$ cat src/rtl/stream_mux_pkg.sv
// Shared types and constants for the arbitrated stream multiplexer.
package stream_mux_pkg;

  typedef enum logic {
    IDLE = 1'b0,
    BUSY = 1'b1
  } smux_state_t;

  localparam int MODE_RR    = 0;
  localparam int MODE_FIXED = 1;

endpackage

$ cat src/rtl/rr_arbiter.sv
// Combinational request arbiter: circular search from ptr (round-robin) or
// lowest-index-wins (fixed priority). Returns one-hot grant plus its index.
module rr_arbiter
  import stream_mux_pkg::*;
#(
  parameter  int N_CH  = 8,
  parameter  int MODE  = MODE_RR,
  localparam int IDX_W = $clog2(N_CH)
) (
  input  logic [N_CH-1:0]  req,
  input  logic [IDX_W-1:0] ptr,
  output logic [N_CH-1:0]  grant,
  output logic [IDX_W-1:0] idx
);

  always_comb begin
    int   start;
    int   j;
    logic found;
    // NOTE: every variable gets a default first so no path can infer a latch.
    grant = '0;
    idx   = '0;
    found = 1'b0;
    start = (MODE == MODE_FIXED) ? 0 : int'(ptr);
    j     = 0;
    for (int k = 0; k < N_CH; k++) begin
      j = start + k;
      if (j >= N_CH) j = j - N_CH;
      if (!found && req[j]) begin
        found    = 1'b1;
        grant[j] = 1'b1;
        idx      = IDX_W'(j);
      end
    end
  end

endmodule

$ cat src/rtl/stream_arb_mux.sv
// Registered N-to-1 stream multiplexer: arbitrates between channels and
// forwards whole packets atomically through a single output register.
module stream_arb_mux
  import stream_mux_pkg::*;
#(
  parameter  int N_CH  = 8,
  parameter  int WIDTH = 8,
  parameter  int MODE  = MODE_RR,
  localparam int IDX_W = $clog2(N_CH)
) (
  input  logic                  clk,
  input  logic                  rst,
  input  logic [N_CH-1:0]       in_valid,
  input  logic [N_CH*WIDTH-1:0] in_data,
  input  logic [N_CH-1:0]       in_last,
  output logic [N_CH-1:0]       in_ready,
  output logic                  out_valid,
  output logic [WIDTH-1:0]      out_data,
  output logic                  out_last,
  output logic [IDX_W-1:0]      out_sel,
  input  logic                  out_ready
);

  smux_state_t      state, state_next;
  logic [IDX_W-1:0] g, ptr, sel, win_idx;
  logic [N_CH-1:0]  win_grant;
  logic             can_load, transfer;
  logic [WIDTH-1:0] ch_data [N_CH];

  for (genvar i = 0; i < N_CH; i++) begin : g_unpack
    assign ch_data[i] = in_data[i*WIDTH +: WIDTH];
  end

  rr_arbiter #(.N_CH(N_CH), .MODE(MODE)) u_arb (
    .req   (in_valid),
    .ptr   (ptr),
    .grant (win_grant),
    .idx   (win_idx)
  );

  // Inside a packet the lock overrides the arbiter, so in BUSY the granted
  // channel keeps its ready even while its own valid is low.
  assign sel      = (state == BUSY) ? g : win_idx;
  assign can_load = !out_valid || out_ready;
  assign transfer = in_valid[sel] && in_ready[sel];

  always_comb begin
    in_ready = '0;
    if (!rst && can_load && (state == BUSY || |win_grant)) in_ready[sel] = 1'b1;
  end

  always_comb begin
    state_next = state;
    if (transfer) state_next = in_last[sel] ? IDLE : BUSY;
  end

  // NOTE: sequential state uses non-blocking assignments so every register
  // samples pre-edge values regardless of statement order.
  always_ff @(posedge clk) begin
    if (rst) begin
      state     <= IDLE;
      g         <= '0;
      ptr       <= '0;
      out_valid <= 1'b0;
      out_data  <= '0;
      out_last  <= 1'b0;
      out_sel   <= '0;
    end else begin
      state <= state_next;
      if (transfer) begin
        out_valid <= 1'b1;
        out_data  <= ch_data[sel];
        out_last  <= in_last[sel];
        out_sel   <= sel;
        if (in_last[sel]) ptr <= (sel == IDX_W'(N_CH - 1)) ? '0 : sel + 1'b1;
        else              g   <= sel;
      end else if (out_ready) begin
        out_valid <= 1'b0;
      end
    end
  end

endmodule

$ cat config.mk
export PLATFORM = sky130hd
export DESIGN_NAME = stream_arb_mux
export DESIGN_NICKNAME = d
export VERILOG_FILES = /design/src/rtl/stream_mux_pkg.sv /design/src/rtl/rr_arbiter.sv /design/src/rtl/stream_arb_mux.sv
export SDC_FILE = /design/constraint.sdc
export NUM_CORES = 1
export LEC_CHECK = 0
export CAP_MARGIN = 10
export CORE_UTILIZATION = 45
export DETAILED_ROUTE_END_ITERATION = 8
export HOLD_SLACK_MARGIN = 0.06
export PLACE_DENSITY = 0.93
export SETUP_SLACK_MARGIN = 0.5
export SYNTH_ARGS = -nofsm -noshare
export SYNTH_HDL_FRONTEND = slang
export SYNTH_SLANG_ARGS = --single-unit
export TNS_END_PERCENT = 20
$ cat constraint.sdc
create_clock -name clk -period 6.65 [get_ports clk]
set_input_delay 1.33 -clock clk [delete_from_list [all_inputs] [get_ports clk]]
set_output_delay 1.33 -clock clk [all_outputs]
set_load 0.02 [all_outputs]
# Word level (Yosys, flattened, before mapping)
# Index checks and enable logic that the tools add are counted.
# Widths: inputs -> output; s select.
[word_totals]
register_bits = 20
word_cells = 182
[classes]
n_addsub = 16
bitwise = 9
mux = 88
reduce_logical = 34
n_eq_ne = 1
magnitude_cmp = 27
[ops]
columns = ["op", "count"]
rows = [
  ["$ge 32x1->1 const B", 8],
  ["$lt 32x5->1 const B", 8],
  ["$mux 32", 8],
  ["$ge 32x5->1 const B", 7],
  ["$sub 32x5->32 const B", 7],
  ["$mux 8", 11],
  ["$or 8x8->8", 7],
  ["$mux 1", 38],
  ["$bmux 1 s3", 11],
  ["$mux 3", 10],
  ["$demux 1 s3", 9],
  ["$bmux 8 s3", 1],
  ["$logic_and 1x1->1", 19],
  ["$add 3x3->4 const B", 4],
  ["$logic_not 1->1", 9],
  ["$add 3x2->4 const B", 2],
  ["$reduce_or 8->1", 1],
  ["$sub 3x4->5 const B", 1],
  ["$add 3x1->4 const B", 1],
  ["$ge 3x4->1 const B", 1],
  ["$ge 4x4->1 const B", 1],
  ["$lt 3x4->1 const B", 1],
  ["$not 3->4", 1],
  ["$reduce_and 2->1", 2],
  ["other kinds (6)", 7],
]

# Depth between registers and ports, before layout
# Gate-level depths: netlist of the first run.
[depth]
ltp_word = 37
ltp_mapped = 21
ltp_nobuf = 14

# Cells and area by module
# From an unflattened synthesis of the first run, not the netlist that was laid out.
[unflattened]
cells_unflattened = 401
area_unflattened_um2 = 2951.6
[by_module_without_submodules]
columns = ["mod", "area_per_inst_um2", "seq_area_each_um2", "n_inst", "cells_per_inst"]
rows = [
  ["stream_arb_mux", 1614.0, 400.4, 1, 238],
  ["rr_arbiter", 1337.5, 0.0, 1, 163],
]

# Worst setup path before layout of the first run
# Ideal clock, no wire load.
[synth_timing]
path_kind = "input -> output"
startpoint = "in in_valid[2]"
endpoint = "out in_ready[1]"
arrival_ns = 4.106
path_stages = 11
required_time_ns = 5.320
path_slack_ns = 1.214
path_cell_list = "mux2_1 mux4_2 nor3_2 o21a_1 buf_6 a21oi_1 a221o_1 clkbuf_1 clkbuf_1 or2_2 nor3_1"
[synth_via]
elab_chain_len = 31
word_cells_on_any_way = 78
[synth_rtl]
columns = ["item", "line_no", "source"]
rows = [
  ["start: declaration", "stream_arb_mux.sv:13", "input logic [N_CH-1:0] in_valid,"],
  ["$bmux 1 s3", "rr_arbiter.sv:29", "if (!found && req[j]) begin"],
  ["$mux 1 (not written as such) (2 in series)", "rr_arbiter.sv:29", ""],
  ["$mux 1", "rr_arbiter.sv:29", ""],
  ["$logic_not 1->1", "rr_arbiter.sv:29", ""],
  ["$logic_and 1x1->1", "rr_arbiter.sv:29", ""],
  ["$mux 1", "rr_arbiter.sv:29", ""],
  ["$logic_not 1->1", "rr_arbiter.sv:29", ""],
  ["$logic_and 1x1->1", "rr_arbiter.sv:29", ""],
  ["(+14 left out)", "--", ""],
  ["$logic_and 1x1->1", "rr_arbiter.sv:29", ""],
  ["$mux 3", "rr_arbiter.sv:29", ""],
  ["$mux 3", "stream_arb_mux.sv:43", "assign sel = (state == BUSY) ? g : win_idx;"],
  ["$lt 3x4->1 (not written as such) / $ge 3x1->1 (equally long branches)", "stream_arb_mux.sv:49", "if (!rst && can_load && (state == BUSY || |win_grant)) in_ready[sel] = 1'b1;"],
  ["$logic_and 1x1->1 (not written as such)", "stream_arb_mux.sv:49", ""],
  ["$mux 1 (not written as such)", "stream_arb_mux.sv:49", ""],
  ["$demux 1 s3", "stream_arb_mux.sv:49", ""],
  ["$mux 8 (*)", "stream_arb_mux.sv:49", ""],
  ["end: declaration", "stream_arb_mux.sv:16", "output logic [N_CH-1:0] in_ready,"],
]
# Every way passes the cells marked *; elsewhere a longest branch is shown, timed or not. The select of a mux whose other input is x is not followed.

# Worst setup path in the final report of the first run
[layout_timing]
startpoint = "in in_valid[1]"
endpoint = "out in_ready[1]"
# Same word-level chain as after synthesis.

==> impl_metrics.toml, run 1 <==
[logic_synthesis]
syn_area_sq_um = 2640
yosysSeqAreaShare_pct = 15.1
syn-num-nets = 434
synth_edf_count = 0
synth_ff_type = "dfxtp_1"
syn_area_per_cell_sq_um = 7.75
yosys_register_bits = 20
ys_warn_count = 0
syn_inst = 341
synth_cell_type_count = 57
synthArstFlopShare_pct = 0

[final_layout]
fillCellCount = 450
final-seq-area_sq_um = 400
area_growth_syn_to_layout_pct = 42.7
multi_input_area_sq_um = 2070
nNetsFinal = 527
diodes = 0
layout-drive-gt1-share_pct = 10.2

[die]
num_io_pins = 104
core_area_sq_um = 5570
core.rowCount = 27
start_util_pct = 47.4
dieWidth_um = 78.7
fp.dieH_um = 78.7
dieArea_sq_um = 6190

[cts]
cts-root-buf = "clkbuf_8"
ctsHoldBuffers = 0
cts_tree = "done"
numCtsBuffers = 3
insertion_delay_ns = 0.27
cts_max_level = 1
clkSinkCount = 20
clk_pin_slew_worst_paths_ns = 0.08
clock_path_buffers = 2

[global_route]
grtUsageMet2_pct = 52.8
grt_max_degree = 24
grt_first_pass_wirelength_um = 15000
use_met3_pct = 4.53
first_global_vias = 2936
grt_overflow = 0
antenna_found_initial = 0
busiest_layer = "met2"
grtUsageMet1_pct = 40.3
grtUsageTotal_pct = 30.9

[routing]
post_drt_wl_per_cell_um = 18.9
drc = 0
dr_total_vias = 3219
first_iter_violations = 275
first_pass_iters = 7
ant_nets = 0
totalWireLength_um = 9540
drt-vias-per-instance = 6.37

[sta]
relSlewSlack_pct = 49.9
fin_crit_sh_pct = 93.4
fin_skew_ns = 0.00290
slew_viol_final = 0
tns_ns = 0
hold_viol = 0
setup_viol = 0
fmax_ghz = 0.161
rsz0062_at_grt = "true"
fin_crit_ns = 6.21
worst_pin_slew_ns = 0.749

[critical_path]
crit_path_end_kind = "output pin"
critPathMaxFanout = 8
slowest_delay_ns = 0.64
cp.arrival_ns = 4.88
critPathSlowestCell = "clkdlybuf4s50_1"
worst-path-buf-inv = 2
cp.depth = 11
cp-start-kind = "primary input"
path_cells = "clkdlybuf4s50_1 > mux4_2 > nand2b_1 > nand2b_1 > a21oi_1 > o211ai_1 > a21oi_1 > o21ai_0 > or2_2 > nor3_1 > clkdlybuf4s50_1"
critical_path_class = "primary input to output pin"
crit_family = "buffers and inverters"
ff2ff_path_depth = 17
critPathRequiredTime_ns = 5.32

[run_status]
run_status = "completed"

[placement]
gp_congestion = 1.04
dp_hpwl_um = 7410
portBuffers = 103

[flow_run]
maxCapViolCount = 0

[power]
leakagePower_uw = 0.00143
power_uw = 2480
power.density_nw_per_um2 = 657
irDropWorstVdd_v = 0.000470

[hold_path]
hold_depth = 2
hp-class = "flip-flop to flip-flop"
metal layers:
metal	vias up	wire, um
met3	36	818
met4	0	240
met2	196	4860
met1	1518	3620
met5	-	0
li1	1469	-
cell families after synthesis:
group           share of synthesized area, %
xor+xnor                               0.663
simple gates                            23.1
compound gates                          27.6
flops                                   15.1
buf+inv                                 6.63
mux                                     22.1
fa+ha+maj                               4.73
worst register-to-register path: stages (launching register included):
cell	delay, ns
dfxtp_1	0.31
buf_4	0.22
inv_1	0.19
ha_1	0.75
mux2_1	0.42
mux4_2	0.51
nor3_2	0.20
o21a_2	0.27
a21oi_1	0.09
a221o_1	0.34
buf_4	0.21
inv_2	0.17
a31oi_1	0.06
a221o_1	0.41
o2bb2ai_2	0.52
buf_4	0.29
mux2i_1	0.24
nor2_1	0.06
stage by stage:
step | hold slack [ns] | instance area [sq um] | instances | utilization (%) | setup WS [ns]
floorplan | 0.492 | 2640 | 341 | - | 1.21
global placement | 0.456 | 3700 | 501 | 66.4 | 0.521
detailed placement | 0.458 | 3700 | 501 | 66.4 | 0.464
CTS | 0.479 | 3770 | 505 | 67.7 | 0.535
global route | 0.511 | 3770 | 505 | 67.7 | 0.187
finish | 0.482 | 3770 | 505 | 67.7 | 0.437
cells in the mapped netlist (3+ instances only):
| cell | instances | area [sq um] |
|---|---|---|
| nand2_1 | 55 | 206 |
| nor2_1 | 34 | 128 |
| a21oi_1 | 20 | 100 |
| dfxtp_1 | 20 | 400 |
| mux2i_1 | 19 | 190 |
| mux4_2 | 13 | 293 |
| ha_1 | 10 | 125 |
| o21ai_0 | 10 | 50.1 |
| and3_1 | 9 | 56.3 |
| clkbuf_1 | 9 | 33.8 |
| nand3_1 | 9 | 45.0 |
| nor3_1 | 9 | 45.0 |
| a311o_1 | 8 | 80.1 |
| inv_1 | 8 | 30.0 |
| mux2_2 | 8 | 90.1 |
| o21a_1 | 8 | 60.1 |
| a221oi_1 | 7 | 61.3 |
| nor2b_1 | 6 | 37.5 |
| a311oi_1 | 5 | 43.8 |
| a31oi_1 | 5 | 31.3 |
| buf_2 | 5 | 25.0 |
| buf_4 | 4 | 30.0 |
| nand2b_1 | 4 | 25.0 |
| o31a_1 | 4 | 35.0 |
| a221o_1 | 3 | 30.0 |
| buf_1 | 3 | 11.3 |
| buf_6 | 3 | 33.8 |
| inv_2 | 3 | 11.3 |
| o22ai_1 | 3 | 18.8 |
sequential cells by signal (all words and copies together) (netlist names):
register	flops
g	3
out_data	8
out_last	1
out_sel	3
out_valid	1
ptr	3
state	1
area by class of cell:
| class | count | share of cell area, % |
|---|---|---|
| tap | 72 | 2.39 |
| clock buffer | 3 | 1.09 |
| multi-input combinational | 286 | 54.8 |
| clock inverter | 1 | 0.796 |
| sequential | 20 | 10.6 |
| inverter | 11 | 1.09 |
| timing repair buffer | 112 | 29.2 |
cells in the final DEF, fill, tap and decap left out, types with 3 or more instances in the layout:
cell type and instances:
mux2_2 8, nor3_1 9, and3_1 9, nand2_1 55, inv_2 3, nand2b_1 4
o31a_1 4, buf_4 9, o21ai_0 10, mux2i_1 19, ha_1 10, o22ai_1 3
inv_1 8, nor2_1 34, nand3_1 9, o21a_1 7, a221oi_1 7, dfxtp_1 20
a31oi_1 5, a21oi_1 20, a311oi_1 5, mux4_2 13, a221o_1 3, a311o_1 8
nor2b_1 6, clkdlybuf4s50_1 102, clkbuf_8 3
report_power, final:
part           switching [uW]  total [uW]  leakage [uW]  internal (uW)
Sequential               36.8         208      0.000164            171
Clock                    44.9         125     0.0000357           80.5
Combinational            1260        2150       0.00123            890
what timing repair did:
| action | 4_1_cts | 5_1_grt |
|---|---|---|
| buffers inserted | 0 | 0 |
| gates cloned | 0 | 0 |
| pin swaps | 0 | 0 |
| setup endpoints to repair | 5 | 8 |
| gates resized for setup | 1 | 1 |
worst paths after layout:
check	slack [ns]	to	from
max	0.44	in_ready[1]	in_valid[1]
min	0.48	out_last	out_last
max reg2reg	1.28	out_sel[0]	ptr[1]
min reg2reg	0.48	out_last	out_last
(Power assumes the default switching activity.)
==> inputs of run 2 (changes only) <==
- clock period: 6.65 -> 6 ns (I/O delays scaled with it)
==> run 2 against run 1 <==
  * Global-route usage increased by 0.70 points
  * Highest routed layer unchanged
  * First-iteration DRC count increased by 29%
  * Clock power rose by 9.6%
  * Design area rose by 2.2%
  * Sequential power increased by 7%
  * Non-clock buffer count up 9
  * Core utilization grew 1.5 points
  * Critical path type unchanged
  * Clock skew is 0.0041 ns higher
  * Hold slack lost 0.0091 ns
  * Critical path depth fell by 2
==> impl_metrics.toml, run 2 (synthesis gave the netlist of run 1 again) <==
[global_route]
grt_overflow = 0
antenna_found_initial = 0
first_global_vias = 3021
grtUsageTotal_pct = 31.6
grt_max_degree = 21
grt_first_pass_wirelength_um = 15200

[cts]
insertion_delay_ns = 0.26
clock_path_buffers = 2
cts_tree = "done"
clk_pin_slew_worst_paths_ns = 0.08
numCtsBuffers = 3
clkSinkCount = 20
cts-root-buf = "clkbuf_8"
cts_max_level = 1

[routing]
post_drt_wl_per_cell_um = 19.1
dr_total_vias = 3198
drt-vias-per-instance = 6.21
first_pass_iters = 5
first_iter_violations = 355
drc = 0
ant_nets = 0
totalWireLength_um = 9840

[run_status]
run_status = "completed"

[die]
start_util_pct = 47.4
num_io_pins = 104
core.rowCount = 27
fp.dieH_um = 78.7
core_area_sq_um = 5570
dieArea_sq_um = 6190
dieWidth_um = 78.7

[sta]
setup_viol = 0
whs_ns = 0.473
relSlewSlack_pct = 33.8
slew_viol_final = 0
tns_ns = 0
rsz0062_at_grt = "true"
fin_crit_sh_pct = 92.4
fin_crit_ns = 5.54
fmax_ghz = 0.180
worst_pin_slew_ns = 0.987
hold_viol = 0
fin_skew_ns = 0.00698

[critical_path]
ff2ff_setup_slack_ns = 0.78
slowest_delay_ns = 0.61
cp-start-kind = "primary input"
critPathRequiredTime_ns = 4.80
critPathSlowestCell = "mux4_2"
crit_path_end_kind = "output pin"
path_cells = "clkdlybuf4s50_1 > mux4_2 > a211oi_1 > o21a_2 > a21oi_1 > a221o_1 > or2_2 > nor3_1 > dlygate4sd2_1"
critical_path_class = "primary input to output pin"
critPathMaxFanout = 8
cp.arrival_ns = 4.34

[placement]
dp_hpwl_um = 7500
portBuffers = 103
dpl_cell_area_sq_um = 3750
gp_congestion = 0.954

[final_layout]
final_cell_mix = "94 x clkdlybuf4s50_1, 55 x nand2_1, 34 x nor2_1"
diodes = 0
largest_register_ffs = 8
largest-register = "out_data"
nNetsFinal = 537
final_area_sq_um = 3850
layout-drive-gt1-share_pct = 14.0
final_common_cell = "clkdlybuf4s50_1"
final_util_pct = 69.2
area_growth_syn_to_layout_pct = 45.8

[power]
leakagePower_uw = 0.00150
p_seq_share_pct = 7.9
pwr-share-comb_pct = 87.2
power_uw = 2830
p_sw_share_pct = 53.9
switchingPower_uw = 1520
irDropWorstVdd_v = 0.000437
power.density_nw_per_um2 = 734
p_clk_share_pct = 4.9
internal_power_uw = 1310

[hold_path]
hp-class = "flip-flop to flip-flop"

[flow_run]
maxCapViolCount = 0
## run 2: final timing paths
kind | startpoint | end | cells after the start
max reg2reg | ptr[1] | g[1] | 15
min reg2reg | out_last | out_last | 2
max | in_valid[7] | in_ready[1] | 9
min | out_last | out_last | 2
## run 2: worst max-delay path: cells and delay by family
family	cells	cell delay, ns
AO/OA/AOI/OAI	4	1.16
buffers and inverters	2	0.88
multiplexers	1	0.61
AND/OR/NAND/NOR	2	0.48
## run 2: power by group through the flow
stage | sequential [uW] | combinational [uW] | clock, uW
4_1_cts | 221 | 2370 | 135
2_1_floorplan | 258 | 1710 | 0
5_1_grt | 229 | 2660 | 145
6_report | 223 | 2470 | 137
3_5_place_dp | 224 | 2360 | 0
3_3_place_gp | 221 | 2310 | 0
## run 2: metal layers
| metal | global-route usage [%] | routed length, um |
|---|---|---|
| met2 | 51.9 | 4790 |
| met4 | 10.2 | 320 |
| met1 | 41.0 | 4020 |
| met3 | 6.40 | 709 |
| met5 | 0 | 0 |
## run 2: stage by stage
stage | setup WS (ns) | std cells
floorplan | 0.724 | 341
global route | 0.346 | 515
global placement | 0.174 | 508
finish | 0.456 | 515
CTS | 0.234 | 513
detailed placement | 0.0900 | 508
## run 2: what timing repair did
action / in CTS / in global routing
gates cloned: 0 / 1
hold buffers: 0 / 0
pin swaps: 1 / 1
setup buffers: 1 / 1
setup endpoints to repair: 8 / 17
resized for setup: 6 / 22
## run 2: cell type report
class                   instances  area, sq um
multi-input cells             287         2100
fillers                       450         1720
repair buffers                121         1150
flip-flops and latches         20          400
well taps                      72         90.1
clock buffers                   3         41.3
inverters                      11         41.3
clock inverters                 1         30.0
